[config.mk]
export PLATFORM = sky130hd
export DESIGN_NAME = ucode_loader
export DESIGN_NICKNAME = d
export VERILOG_FILES = /design/src/rtl/ucode_loader.sv
export SDC_FILE = /design/constraint.sdc
export NUM_CORES = 1
export LEC_CHECK = 0
export ABC_AREA = 1
export BUFFER_PORTS_ARGS = -buffer_cell sky130_fd_sc_hd__buf_2
export CAP_MARGIN = 20
export CORE_MARGIN = 2
export CORE_UTILIZATION = 60
export DETAILED_ROUTE_END_ITERATION = 7
export HOLD_SLACK_MARGIN = 0.02
export PLACE_DENSITY = 0.83
export SYNTH_ARGS = -nofsm -noshare
export SYNTH_HDL_FRONTEND = slang
export SYNTH_SLANG_ARGS = --single-unit
[constraint.sdc]
create_clock -name i_clk -period 3.3 [get_ports i_clk]
set_input_delay 0.66 -clock i_clk [delete_from_list [all_inputs] [get_ports i_clk]]
set_output_delay 0.66 -clock i_clk [all_outputs]
set_load 0.05 [all_outputs]
[src/rtl/ucode_loader.sv]
// rtl/ucode_loader.sv - framed byte-stream loader that fills uCode program memory and starts the CPU
// Define UCODE_LOADER_CSUM_EN to require a trailing XOR checksum byte per frame.
module ucode_loader #(
   parameter int          ADDR_SZ = 8,
   parameter int          DATA_SZ = 16,
   parameter logic [7:0]  SYNC    = 8'h55
) (
   input  logic               i_clk,
   input  logic               i_rst,
   input  logic [7:0]         i_rx_data,
   input  logic               i_rx_valid,
   output logic               o_rx_ready,
   output logic               o_wr,
   output logic [ADDR_SZ-1:0] o_waddr,
   output logic [DATA_SZ-1:0] o_wdata,
   output logic               o_run,
   output logic               o_error
);

   typedef enum logic [3:0] {
      S_IDLE,
      S_HDR_A,
      S_HDR_C,
      S_DHI,
      S_DLO,
      S_WR,
      S_CSUM,
      S_DONE,
      S_ERR
   } state_t;

   state_t               state_q, state_d;
   logic [ADDR_SZ-1:0]   addr_q, addr_d;
   logic [8:0]           cnt_q, cnt_d;
   logic [7:0]           hi_q, hi_d;
   logic [ADDR_SZ-1:0]   waddr_q, waddr_d;
   logic [DATA_SZ-1:0]   wdata_q, wdata_d;
`ifdef UCODE_LOADER_CSUM_EN
   logic [7:0]           csum_q, csum_d;
`endif
   logic                 accept;

   // The only stall is the write cycle, so ready is a pure state decode.
   assign o_rx_ready = (state_q != S_WR);
   assign accept     = i_rx_valid && o_rx_ready;

   always_comb begin
      state_d = state_q;
      addr_d  = addr_q;
      cnt_d   = cnt_q;
      hi_d    = hi_q;
      waddr_d = waddr_q;
      wdata_d = wdata_q;
`ifdef UCODE_LOADER_CSUM_EN
      csum_d  = csum_q;
`endif
      case (state_q)
         S_IDLE: begin
            if (accept && i_rx_data == SYNC) begin
               state_d = S_HDR_A;
            end
         end
         S_HDR_A: begin
            if (accept) begin
               addr_d  = i_rx_data[ADDR_SZ-1:0];
`ifdef UCODE_LOADER_CSUM_EN
               csum_d  = i_rx_data;
`endif
               state_d = S_HDR_C;
            end
         end
         S_HDR_C: begin
            if (accept) begin
               cnt_d   = (i_rx_data == 8'h00) ? 9'd256 : {1'b0, i_rx_data};
`ifdef UCODE_LOADER_CSUM_EN
               csum_d  = csum_q ^ i_rx_data;
`endif
               state_d = S_DHI;
            end
         end
         S_DHI: begin
            if (accept) begin
               hi_d    = i_rx_data;
`ifdef UCODE_LOADER_CSUM_EN
               csum_d  = csum_q ^ i_rx_data;
`endif
               state_d = S_DLO;
            end
         end
         S_DLO: begin
            // Output address/data are latched here so they hold after the write.
            if (accept) begin
               waddr_d = addr_q;
               wdata_d = {hi_q, i_rx_data};
               addr_d  = addr_q + ADDR_SZ'(1);
               cnt_d   = cnt_q - 9'd1;
`ifdef UCODE_LOADER_CSUM_EN
               csum_d  = csum_q ^ i_rx_data;
`endif
               state_d = S_WR;
            end
         end
         S_WR: begin
            if (cnt_q != 9'd0) begin
               state_d = S_DHI;
            end else begin
`ifdef UCODE_LOADER_CSUM_EN
               state_d = S_CSUM;
`else
               state_d = S_DONE;
`endif
            end
         end
`ifdef UCODE_LOADER_CSUM_EN
         S_CSUM: begin
            if (accept) begin
               state_d = (i_rx_data == csum_q) ? S_DONE : S_ERR;
            end
         end
         S_ERR: begin
            if (accept && i_rx_data == SYNC) begin
               state_d = S_HDR_A;
            end
         end
`endif
         S_DONE: begin
            if (accept && i_rx_data == SYNC) begin
               state_d = S_HDR_A;
            end
         end
         default: begin
            state_d = S_IDLE;
         end
      endcase
   end

   always_ff @(posedge i_clk) begin
      if (i_rst) begin
         state_q <= S_IDLE;
         addr_q  <= '0;
         cnt_q   <= '0;
         hi_q    <= '0;
         waddr_q <= '0;
         wdata_q <= '0;
`ifdef UCODE_LOADER_CSUM_EN
         csum_q  <= '0;
`endif
      end else begin
         state_q <= state_d;
         addr_q  <= addr_d;
         cnt_q   <= cnt_d;
         hi_q    <= hi_d;
         waddr_q <= waddr_d;
         wdata_q <= wdata_d;
`ifdef UCODE_LOADER_CSUM_EN
         csum_q  <= csum_d;
`endif
      end
   end

   assign o_wr    = (state_q == S_WR);
   assign o_waddr = waddr_q;
   assign o_wdata = wdata_q;
   assign o_run   = (state_q == S_DONE);
`ifdef UCODE_LOADER_CSUM_EN
   assign o_error = (state_q == S_ERR);
`else
   assign o_error = 1'b0;
`endif

endmodule

Word level (Yosys, flattened, before mapping)
Cells that the tools add are included.
Word-level totals
  register bits after elaboration: 53
  input port bits: 11
  output and inout port bits: 28
Cells by class
  add/subtract/negate cells: 2
  equality and inequality tests: 13
  mux-type cells: 14
  reductions and logical operators: 13
Operators by type and width (count)
  9-bit 2-to-1 mux: 3
  4-bit one-hot mux with 6 select lines: 1
  4-bit 2-to-1 mux: 5
  9-bit one-hot mux with 2 select lines: 1
  8-bit 2-to-1 mux: 2
  8-bit one-hot mux with 2 select lines: 1
  4-bit by 3-bit == test with 1-bit output, second input constant: 3
  9-bit nonzero test: 1
  9-bit by 1-bit subtractor with 9-bit output, second input constant: 1
  8-bit by 1-bit adder with 8-bit output, second input constant: 1
  4-bit by 2-bit == test with 1-bit output, second input constant: 2
  8-bit by 7-bit == test with 1-bit output, second input constant: 1
  8-bit logical NOT: 1
  2-bit != test, second input constant: 4
  3-bit AND reduction: 2
  5-bit AND reduction: 1
  4-bit by 1-bit == test with 1-bit output, second input constant: 1
  4-bit logical NOT: 1
  4-bit by 3-bit != test with 1-bit output, second input constant: 1
  2-bit AND reduction: 2
  2-bit nonzero test: 2
  3-bit 2-to-1 mux: 1
  1-bit logical AND: 2
  2-bit by 1-bit != test with 1-bit output, second input constant: 1
  2-bit OR reduction: 1

Longest topological paths before layout
Gate-level depths: netlist (run 1).
  depth in word-level cells: 5
  depth in mapped cells: 9
  mapped depth without buffers: 9

Worst setup path after synthesis (run 1)
Ideal clock, no wire load.
  path type: flip-flop to output port
  from: reg state_q[2]
  to: out o_wr
  arrival: 1.408 ns
  setup slack: 1.232 ns
  cell stages (with the launch flop): 4
  buffers on the path: 1
  cell sequence: dfxtp_1 buf_6 nand3_1 inv_1
On the way
  cells in the longest elaborated chain, start to end: 1
RTL lines
  start: declaration: line 32  | state_t state_q, state_d;
  start signal: assignment: line 149  | state_q <= state_d;
  4-bit by 3-bit == test with 1-bit output: line 161  | assign o_wr = (state_q == S_WR);
  end: declaration: line 13  | output logic o_wr,
Every way passes these cells.

Worst setup path after layout (run 1)
Ends and elaborated chain as after synthesis.

==> results.md, run 1 <==
* Status: finished clean
* HPWL after detailed placement at 3830 um
* Mapped Area at 2580 um^2
* WHS at 453 ps
* Overall Power at 1170 uW
* CP arrival at 1380 ps
* Cell Rows at 23
* Fraction of the mapped netlist area in compound gates at 17.1%
* Num Clock Sinks at 52
* Max clock buf depth at 2
* CTS tree: yes
* Adder and majority gate portion of the synthesized area at 0.969%
* Share of layout cells above drive strength 1 at 13.8%
* Unrepaired setup endpoints after global routing: false
* Global-route usage over all layers at 23.7%
* Num CTS Buffers at 5
* Post-route clock period utilization at 62.0%
* Class of the tightest hold or removal check: register to register
* Yosys cell types at 29
* YS warnings at 0
* Vias at 2472
* Post-Synth XOR/XNOR Area at 1.36%
* CTS Hold Bufs at 0
* Layout Skew at 4.57 ps
* Crit path to: o_wr
* DP Area at 2700 um^2
* Vias in the first global route at 2164
* Maximum vdd drop at 0.307 mV
* Largest net degree at the start of global routing at 40
* Total Wirelength at 5670 um
* Reg2reg path depth at 9
* Reg2reg end: addr_q[4]$_SDFFE_PP0P_
* Worst-skew pair later-pin latency at 310 ps
* Drt first-iter violations at 197
* Syn Inst Count at 380
* Endpoints failing hold at 0
* Post-CTS Setup Bufs at 0
* DRC violations left at 0
* Effective utilization at floorplan at 63.6%
* Most frequent cells in the layout: nand2_1, dfxtp_1, a21oi_1
* Post-Synth Simple-Gate Area at 28.1%
* Die Ht at 69.6 um
* FF-to-FF setup slack at 1550 ps
* Synth Register Bits at 52
* DP Worst Slack at 1220 ps
* Synth Net Count at 393
* Crit-path cells: nand3_1 -> inv_1 -> buf_2
* Critical Path Sink Type: output port
* Most common cell after layout, fill and taps aside: nand2_1
* Final setup violation count at 0
* Fin crit period at 2040 ps
* Critical-path maximum fanout at 7
* Pleak at 0.00131 uW
* WS Path Type: register to output port
* Die ar. at 4840 um^2
* Worst Setup Start Kind: register
* Fillers at 367
* GP Congestion at 0.864
* PostCTS Resize Cnt at 0
* Syn avg cell area at 6.80 um^2
* Vias per cell at 5.42
* TritonRoute pass-1 iters at 7
* CTS clk-pin slew, worst paths at 100 ps
* Design area at 2820 um^2
* Relative slew slack at 60.9%
* Critical Path Max Stage Delay at 500 ps
* Synthesis-to-layout area growth at 9.16%
* Final setup margin at 1260 ps
* Fin nets at 418
* H-tree depth at 2
* Die Width at 69.6 um
* First-pass GRT wire length at 9550 um
* Core area at 4060 um^2
* Main combinational cell family by area after synthesis: simple AND/OR/NAND/NOR gates
* # IOs at 39
* CP Data Required Time at 2640 ps
* DRT antenna net count at 0
* Slowest-stage cell, CP: dfxtp_1
* Register area share after synthesis at 40.3%
* Post-synthesis mux area share at 0%
* Clock root buffer master: clkbuf_8
* # diodes at 0
* F_max at 489 MHz
* WL/cell at 12.4 um
* Port bufs at 37
* TNS Setup at 0 ps
* R2R Path Start: state_q[0]$_SDFFE_PP0P_
* Worst-Margin Slew at 586 ps
* Max Slew Vio Count at 0
* PwrDens at 415 nW/um^2
* Max-Cap Viols at 0
* Initial antenna violation count at 0
* Worst setup startpoint: state_q[2]$_SDFFE_PP0P_
* Global route total overflow at 0
[state kept, by name, indices dropped and copies added (netlist names)]
register / count
cnt_q: 9
o_waddr: 8
hi_q: 8
addr_q: 8
state_q: 3
o_wdata: 16
[power by group]
group          total (uW)  internal [uW]  switching (uW)
combinational        77.4           22.5            55.0
sequential            644            634            9.66
clock                 448            229             219
total                1170            885             284
[through the flow]
stage,instances,utilization [%]
after floorplan,380,-
after global placement,448,66.6
after detailed placement,448,66.6
after CTS,456,69.5
after global routing,456,69.5
final,456,69.5
[metal layers]
metal / vias to the layer above / global-route usage [%] / part of all wire, %
met2: 88 / 37.2 / 44
met3: 9 / 4.51 / 6.5
met1: 1103 / 32.8 / 48
met5: - / 0 / 0
met4: 0 / 8.06 / 1.3
li1: 1272 / - / -
[cells in the mapped netlist]
cell	instances	area share (%)
buf_1	1	0.15
inv_1	44	6.4
nand3_1	45	8.7
clkbuf_1	6	0.87
clkinv_2	1	0.19
dfxtp_1	52	40
o211a_1	1	0.39
nand3b_1	1	0.29
nor3_2	1	0.39
o21ai_0	30	5.8
nand4_1	2	0.48
clkbuf_8	1	0.53
xor2_1	2	0.68
nand2_4	2	0.87
conb_1	1	0.15
nor2_1	30	4.4
or2_2	1	0.24
ha_1	2	0.97
nand2_2	2	0.48
a21oi_1	51	9.9
nor3_1	2	0.39
inv_2	2	0.29
nand2_1	80	12
buf_6	5	2.2
buf_4	1	0.29
xnor2_1	2	0.68
buf_2	6	1.2
nor2_2	1	0.24
o21ai_1	5	0.97
[critical path, delay by kind of cell, from the launching register on]
family | cells | cell delay (ps)
buffers and inverters | 2 | 370
AND/OR/NAND/NOR | 1 | 210
flip-flops | 1 | 500
[worst min-delay path by stage]
stage                         start                   end  slack [ps]  cells after the start
3_5_place_dp   hi_q[1]$_SDFFE_PP0P_  hi_q[1]$_SDFFE_PP0P_         440                      2
4_1_cts        hi_q[1]$_SDFFE_PP0P_  hi_q[1]$_SDFFE_PP0P_         450                      2
5_1_grt        hi_q[6]$_SDFFE_PP0P_  hi_q[6]$_SDFFE_PP0P_         470                      2
3_3_place_gp   hi_q[1]$_SDFFE_PP0P_  hi_q[1]$_SDFFE_PP0P_         440                      2
6_report       hi_q[1]$_SDFFE_PP0P_  hi_q[1]$_SDFFE_PP0P_         450                      2
2_1_floorplan  hi_q[0]$_SDFFE_PP0P_  hi_q[0]$_SDFFE_PP0P_         420                      2
[area by class of cell]
cell class | count | area, um^2 | area share, %
multi-input combinational | 261 | 1230 | 43.6
clock inverter | 3 | 46.3 | 1.64
inverter | 47 | 178 | 6.30
timing repair buffer | 38 | 193 | 6.84
sequential | 52 | 1040 | 36.9
tap | 50 | 62.6 | 2.22
clock buffer | 5 | 68.8 | 2.44
[kinds of logic (layout without fill, tap and decap cells)]
group | count (synthesis) | in the layout
adder cells (fa/ha/maj) | 2 | 2
AO/OA/AOI/OAI | 87 | 87
other | 1 | 1
buffers and inverters | 67 | 93
AND/OR/NAND/NOR | 167 | 167
XOR/XNOR | 4 | 4
flip-flops | 52 | 52
No activity file was read; power rests on OpenSTA's default activity.
==> run 2: changes to the inputs <==
--- a/config.mk
+++ b/config.mk
@@ -9,10 +9,10 @@
 export BUFFER_PORTS_ARGS = -buffer_cell sky130_fd_sc_hd__buf_2
 export CAP_MARGIN = 20
 export CORE_MARGIN = 2
-export CORE_UTILIZATION = 60
+export CORE_UTILIZATION = 51
 export DETAILED_ROUTE_END_ITERATION = 7
 export HOLD_SLACK_MARGIN = 0.02
-export PLACE_DENSITY = 0.83
+export PLACE_DENSITY = 0.76
 export SYNTH_ARGS = -nofsm -noshare
 export SYNTH_HDL_FRONTEND = slang
 export SYNTH_SLANG_ARGS = --single-unit
==> constraint.sdc (replaced) <==
create_clock -name i_clk -period 1.7 [get_ports i_clk]
set_input_delay 0.34 -clock i_clk [delete_from_list [all_inputs] [get_ports i_clk]]
set_output_delay 0.34 -clock i_clk [all_outputs]
set_load 0.05 [all_outputs]
==> run 2 against run 1 <==
- clock-buffer cell count did not move
- worst setup slack got worse by 1200 ps
- hold slack got worse by 98 ps
- utilization down 9.7 points
- via count is 2.4% lower
- sequential cell count did not move
- combinational power rose by 96%
- highest routed layer unchanged
- largest cell class unchanged
- sequential share of layout area shrank 0.70 points
- global-route usage decreased by 2.9 points
==> results.md, run 2 (synthesis results as in run 1) <==
* Most common cell after layout, fill and taps aside: nand2_1 (unchanged)
* Status: finished clean (unchanged)
* CP Data Required Time at 1360 ps (was 2640 ps)
* Total Wirelength at 5550 um (was 5670 um)
* Largest net degree at the start of global routing at 30 (was 40)
* Synthesis-to-layout area growth at 11.5% (was 9.16%)
* Overall Power at 2110 uW (was 1170 uW)
* DRT antenna net count at 0 (unchanged)
* Vias at 2412 (was 2472)
* Fin nets at 425 (was 418)
* Critical Path Max Stage Delay at 460 ps (was 500 ps)
* Top sig layer: met4 (unchanged)
* Clock root buffer master: clkbuf_8 (unchanged)
* Switch Pwr at 536 uW (was 284 uW)
* Port bufs at 37 (unchanged)
* H-tree depth at 2 (unchanged)
* Worst setup startpoint: state_q[0]$_SDFFE_PP0P_ (was state_q[2]$_SDFFE_PP0P_)
* PwrDens at 732 nW/um^2 (was 415 nW/um^2)
* Max-Cap Viols at 0 (unchanged)
* Num CTS Buffers at 5 (unchanged)
* Class of the tightest hold or removal check: primary input to register (was register to register)
* # diodes at 0 (unchanged)
* Max reg flops at 16 (unchanged)
* Fin crit period at 1600 ps
* TNS Setup at 0 ps (unchanged)
* Vias in the first global route at 2077 (was 2164)
* Vias per cell at 5.03 (was 5.42)
* Most frequent cells in the layout: nand2_1, a21oi_1, dfxtp_1 (was nand2_1, dfxtp_1, a21oi_1)
* Max Slew Vio Count at 0 (unchanged)
* Worst-skew pair later-pin latency at 310 ps (about the same)
* CP arrival at 1260 ps (was 1380 ps)
* Reg2reg path depth at 7 (was 9)
* Worst Setup Start Kind: register (unchanged)
* Crit-path cells: nand3_2 -> clkinvlp_4 -> buf_2 (was nand3_1 -> inv_1 -> buf_2)
* Global-route usage over all layers at 20.9% (was 23.7%)
* Design area at 2880 um^2 (was 2820 um^2)
* Routed met1 length at 2650 um (was 2730 um)
* Unrepaired setup endpoints after global routing: false (unchanged)
* Clock power share at 33.6% (was 38.3%)
* Post-route clock period utilization at 94.4%
* Crit path to: o_wr (unchanged)
* R2R Path Start: state_q[0]$_SDFFE_PP0P_ (unchanged)
* Sequential share of power at 59.2% (was 55.1%)
* # IOs at 39 (unchanged)
* Share of layout cells above drive strength 1 at 16.2% (was 13.8%)
* Initial antenna violation count at 0 (unchanged)
* HPWL after detailed placement at 4010 um (was 3830 um)
* Reg2reg end: addr_q[2]$_SDFFE_PP0P_ (was addr_q[4]$_SDFFE_PP0P_)
* CTS clk-pin slew, worst paths at 90 ps (was 100 ps)
* Layout Skew at 8.28 ps (was 4.57 ps)
* Pleak at 0.00132 uW (was 0.00131 uW)
* DRC violations left at 0 (unchanged)
* Int Pwr at 1570 uW (was 885 uW)
* Final setup violation count at 0 (unchanged)
* Crit path max-delay family: flip-flops (unchanged)
* Sw frac at 25.4% (was 24.3%)
* WHS at 355 ps (was 453 ps)
* Global route total overflow at 0 (unchanged)
* Num Clock Sinks at 52 (unchanged)
* Crit path buf inv count at 2 (unchanged)
* Met2 Wirelength at 2620 um (was 2490 um)
* Critical Path Sink Type: output port (unchanged)
* Comb pwr share at 7.2% (was 6.6%)
* Critical-path maximum fanout at 6 (was 7)
* Cell Rows at 25 (was 23)
* Core area at 4820 um^2 (was 4060 um^2)
* WL/cell at 11.6 um (was 12.4 um)
* Die Ht at 75.2 um (was 69.6 um)
* Met3 Wirelength at 234 um (was 369 um)
* Effective utilization at floorplan at 53.6% (was 63.6%)
* FF-to-FF setup slack at 200 ps (was 1550 ps)
* TritonRoute pass-1 iters at 4 (was 7)
* Drt first-iter violations at 126 (was 197)
* Max clock buf depth at 2 (unchanged)
* Endpoints failing hold at 0 (unchanged)
* F_max at 623 MHz
* Final Util at 59.8% (was 69.5%)
* DP Area at 2790 um^2 (was 2700 um^2)
* First-pass GRT wire length at 9120 um (was 9550 um)
* WS Path Type: register to output port (unchanged)
* Die Width at 75.2 um (was 69.6 um)
* Maximum vdd drop at 0.303 mV (was 0.307 mV)
* Slowest-stage cell, CP: dfxtp_1 (unchanged)
* GP Congestion at 0.833 (was 0.864)
* Critical path depth at 3 (unchanged)
* CTS tree: yes (unchanged)
* Die ar. at 5650 um^2 (was 4840 um^2)
run 2: routing by layer:
metal / track usage (%) / up-vias
met2: 35.9 / 49
met1: 26.2 / 1074
met3: 4.69 / 4
met4: 6.43 / 0
met5: 0 / -
li1: - / 1285
run 2: area by class of cell:
type	count	area, um^2
timing repair buffer	45	245
clock buffer	5	68.8
multi-input combinational	261	1230
sequential	52	1040
tap	67	83.8
inverter	47	181
fill	498	1940
clock inverter	3	22.5
run 2: what timing repair did:
action | in CTS | in global routing
setup buffers | 0 | 0
hold buffers | 0 | 0
endpoints found under the setup margin | 0 | 4
gates resized for setup | 0 | 2
run 2: worst reg2reg max path: cells and delay by family, from the launching register on:
kind,cells,cell delay (ps)
simple gates,5,780
flops,1,460
buf+inv,2,180
run 2: through the flow:
| stage | setup slack (ps) | std cells |
|---|---|---|
| CTS | 14.1 | 480 |
| global placement | 241 | 472 |
| finish | 95.2 | 480 |
| floorplan | 168 | 380 |
| detailed placement | 199 | 472 |
| global route | 7.93 | 480 |
run 2: power by group through the flow:
stage          Combinational, uW  Sequential, uW  Clock (uW)
6_report                     152            1250         709
4_1_cts                      152            1250         736
3_3_place_gp                 152            1280           0
3_5_place_dp                 152            1280           0
5_1_grt                      172            1250         782
2_1_floorplan                108            1270           0
run 2: worst min path at each step:
stage | start | end | slack [ps] | depth (start not counted)
3_5_place_dp | hi_q[3]$_SDFFE_PP0P_ | hi_q[3]$_SDFFE_PP0P_ | 440 | 2
3_3_place_gp | hi_q[0]$_SDFFE_PP0P_ | hi_q[0]$_SDFFE_PP0P_ | 430 | 2
6_report | i_rx_data[4] | o_wdata[4]$_SDFFE_PP0P_ | 360 | 3
5_1_grt | i_rx_data[4] | o_wdata[4]$_SDFFE_PP0P_ | 340 | 3
4_1_cts | i_rx_data[4] | o_wdata[4]$_SDFFE_PP0P_ | 340 | 3
2_1_floorplan | hi_q[0]$_SDFFE_PP0P_ | hi_q[0]$_SDFFE_PP0P_ | 420 | 2
==> run 3: changes to the inputs <==
==> config.mk (replaced) <==
export PLATFORM = sky130hd
export DESIGN_NAME = ucode_loader
export DESIGN_NICKNAME = d
export VERILOG_FILES = /design/src/rtl/ucode_loader.sv
export SDC_FILE = /design/constraint.sdc
export NUM_CORES = 1
export LEC_CHECK = 0
export BUFFER_PORTS_ARGS = -buffer_cell sky130_fd_sc_hd__buf_2
export CAP_MARGIN = 20
export CORE_MARGIN = 2
export CORE_UTILIZATION = 50
export DETAILED_ROUTE_END_ITERATION = 7
export HOLD_SLACK_MARGIN = 0.02
export PLACE_DENSITY = 0.75
export SYNTH_ARGS = -nofsm -noshare
export SYNTH_HDL_FRONTEND = slang
export SYNTH_SLANG_ARGS = --single-unit
==> run 3 against run 2 <==
- power decreased by 4.4%
- maximum frequency about the same
- hold slack worse by 32 ps
- combinational power fell by 40%
- sequential share of layout area up 0.54 points
- via count fell by 2.3%
- first-iteration DRC count is 42% higher
- non-clock buffer count grew 10
- clock power about the same
- synthesized cell count shrank 17%
- critical path type unchanged
- critical endpoint unchanged
- highest routed layer unchanged
==> results.md, run 3 <==
* PwrDens at 710 nW/um^2 (was 732 nW/um^2)
* Most frequent cells in the layout: nand2_1, a21oi_1, dfxtp_1 (unchanged)
* Prevailing post-synth register cell: dfxtp_1 (unchanged)
* Drt first-iter violations at 179 (was 126)
* R2R Path Start: state_q[2]$_SDFFE_PP0P_ (was state_q[0]$_SDFFE_PP0P_)
* Critical path depth at 4 (was 3)
* CP Data Required Time at 1360 ps (about the same)
* Crit path to: o_wr (unchanged)
* Syn Inst Count at 315 (was 380)
* Num CTS Buffers at 5 (unchanged)
* TritonRoute pass-1 iters at 4 (unchanged)
* Synth Register Bits at 52 (unchanged)
* H-tree depth at 2 (unchanged)
* TNS Setup at 0 ps (unchanged)
* DRT antenna net count at 0 (unchanged)
* Slowest-stage cell, CP: dfxtp_2 (was dfxtp_1)
* Post-synth EDFFs at 0 (unchanged)
* Max-Cap Viols at 0 (unchanged)
* Effective utilization at floorplan at 51.7% (was 53.6%)
* Vias in the first global route at 2092 (was 2077)
* Reg2reg path depth at 5 (was 7)
* HPWL after detailed placement at 4210 um (was 4010 um)
* Relative slew slack at 63.6%
* Worst setup startpoint: state_q[2]$_SDFFE_PP0P_ (was state_q[0]$_SDFFE_PP0P_)
* Share of layout cells above drive strength 1 at 20.9% (was 16.2%)
* Fin nets at 366 (was 425)
* Post-CTS Setup Bufs at 0 (unchanged)
* Critical Path Sink Type: output port (unchanged)
* Initial antenna violation count at 0 (unchanged)
* Critical-path maximum fanout at 8 (was 6)
* Critical Path Max Stage Delay at 410 ps (was 460 ps)
* Vias per cell at 5.78 (was 5.03)
* Core area at 4690 um^2 (was 4820 um^2)
* Count leader, synth: nand2_1 (unchanged)
* Endpoints failing hold at 0 (unchanged)
* Worst-Margin Slew at 540 ps
* Maximum vdd drop at 0.648 mV (was 0.303 mV)
* # IOs at 39 (unchanged)
* Register area share after synthesis at 43.0% (was 40.3%)
* # diodes at 0 (unchanged)
* Final setup violation count at 0 (unchanged)
* Final setup margin at 96.7 ps (was 95.2 ps)
* DRC violations left at 0 (unchanged)
* Reg2reg end: addr_q[5]$_SDFFE_PP0P_ (was addr_q[2]$_SDFFE_PP0P_)
* Most common cell after layout, fill and taps aside: nand2_1 (unchanged)
* Post-synth ARST share at 0% (unchanged)
* Port bufs at 37 (unchanged)
* Vias at 2357 (was 2412)
* Crit path buf inv count at 2 (unchanged)
* Max clock buf depth at 2 (unchanged)
* CTS tree: yes (unchanged)
* Synth top area share at 43.0% (was 40.3%)
* WL/cell at 14.8 um (was 11.6 um)
* Pleak at 0.00105 uW (was 0.00132 uW)
* Clock root buffer master: clkbuf_8 (unchanged)
* CTS Hold Bufs at 0 (unchanged)
* YS warnings at 0 (unchanged)
* Die Ht at 73.6 um (was 75.2 um)
* Worst-skew pair later-pin latency at 310 ps (about the same)
* Yosys cell types at 48 (was 29)
* Synth Net Count at 328 (was 393)
* Synthesis-to-layout area growth at 17.2% (was 11.5%)
* Die ar. at 5420 um^2 (was 5650 um^2)
* CTS clk-pin slew, worst paths at 90 ps (about the same)
* DP Worst Slack at 80.3 ps (was 199 ps)
* Syn avg cell area at 7.69 um^2 (was 6.80 um^2)
* Crit path max-delay family: flip-flops (unchanged)
* Global-route usage over all layers at 23.5% (was 20.9%)
* FF-to-FF setup slack at 130 ps (was 200 ps)
* First-pass GRT wire length at 9850 um (was 9120 um)
* Global route total overflow at 0 (unchanged)
* Crit-path cells: nor2b_4 -> nand2_2 -> clkinvlp_4 -> clkbuf_4 (was nand3_2 -> clkinvlp_4 -> buf_2)
* Worst Setup Start Kind: register (unchanged)
* Unrepaired setup endpoints after global routing: false (unchanged)
* WS Path Type: register to output port (unchanged)
* Max reg flops at 16 (unchanged)
* Post-route clock period utilization at 94.3% (was 94.4%)
* Max Slew Vio Count at 0 (unchanged)
* GP Congestion at 0.827 (was 0.833)
* Cell Rows at 25 (unchanged)
* Class of the tightest hold or removal check: primary input to register (unchanged)
* CP arrival at 1260 ps (about the same)
* Largest net degree at the start of global routing at 26 (was 30)
* Status: finished clean (unchanged)
* Fin crit period at 1600 ps (about the same)
* Area contributors post-synth: dfxtp_1, nand2_1, a21oi_1 (unchanged)
* Synth top cells by count: nand2_1, dfxtp_1, a21oi_1, clkbuf_1, nand3_1 (was nand2_1, dfxtp_1, a21oi_1, nand3_1, inv_1)
* Cell taking the most area after synthesis: dfxtp_1 (unchanged)
* Layout Skew at 8.13 ps (was 8.28 ps)
* Mapped Area at 2420 um^2 (was 2580 um^2)
* Num Clock Sinks at 52 (unchanged)
* Total Wirelength at 6040 um (was 5550 um)
* F_max at 624 MHz (was 623 MHz)
* Die Width at 73.6 um (was 75.2 um)
run 3: cell types whose count changed after synthesis, moves of 4 or more:
cell      previous run  this run
a211oi_1             0         5
a31oi_1              0         7
clkbuf_1             6        13
o21ai_0             30         6
nor3_1               2         6
and2_1               0         5
inv_1               44         4
nand3_1             45         9
nor2b_1              0         6
nor2_1              30         8
run 3: kinds of logic after synthesis:
group                      count (synthesis)  share of synthesized area [%]
adders and majority gates                  2                           1.03
AOI/OAI and AO/OA                         91                           22.3
buffers and inverters                     29                           5.63
other                                      1                          0.155
DFF                                       52                           43.0
muxes                                      1                          0.413
xor gates and xnor gates                   1                          0.361
and+or+nand+nor                          138                           27.2
run 3: tightest hold or removal path, stage by stage:
cell and delay (ps):
buf_2 140, nand2_1 60, a21oi_1 50
run 3: area by class of cell:
cell class              count  area [um^2]
flip-flops and latches     52         1040
well taps                  54         67.6
clock inverters             2         16.3
repair buffers             55          348
clock buffers               6         72.6
multi-input cells         234         1270
fillers                   442         1850
inverters                   5         22.5
run 3: timing repair:
item / 4_1_cts / 5_1_grt
cloned: 0 / 0
gates resized for setup: 3 / 4
setup endpoints to repair: 2 / 5
run 3: worst min path at each step:
stage,start,end,slack (ps),cells past startpoint
after floorplan,hi_q[2]$_SDFFE_PP0P_,o_wdata[10]$_SDFFE_PP0P_,430,2
after global placement,o_waddr[6]$_SDFFE_PP0P_,o_waddr[6]$_SDFFE_PP0P_,440,2
after detailed placement,o_waddr[6]$_SDFFE_PP0P_,o_waddr[6]$_SDFFE_PP0P_,440,2
after CTS,i_rx_data[3],hi_q[3]$_SDFFE_PP0P_,320,3
after global routing,i_rx_data[2],o_wdata[2]$_SDFFE_PP0P_,330,3
final,i_rx_data[3],hi_q[3]$_SDFFE_PP0P_,320,3
run 3: stage by stage:
stage	cells	power (uW)	area (um^2)	util [%]	hold slack (ps)
final	408	2020	2840	60.6	323
after global routing	408	2090	2840	60.6	330
after CTS	408	2030	2820	60.2	316
after detailed placement	400	1330	2730	58.2	442
after global placement	400	1330	2730	58.2	437
after floorplan	315	1290	2430	-	432
run 3: per-layer routing:
metal,global-route usage [%],routed length (um),up-vias
met5,0,0,-
met4,8.48,119,0
met3,4.66,301,9
met2,36.6,2700,65
met1,32.1,2920,1101
li1,-,-,1182
run 3: power by group:
| part | leakage (uW) | internal [uW] | switching [uW] |
|---|---|---|---|
| registers | 0.000420 | 1220 | 0.569 |
| clock network | 0.0000414 | 294 | 415 |
| logic | 0.000592 | 28.7 | 62.1 |
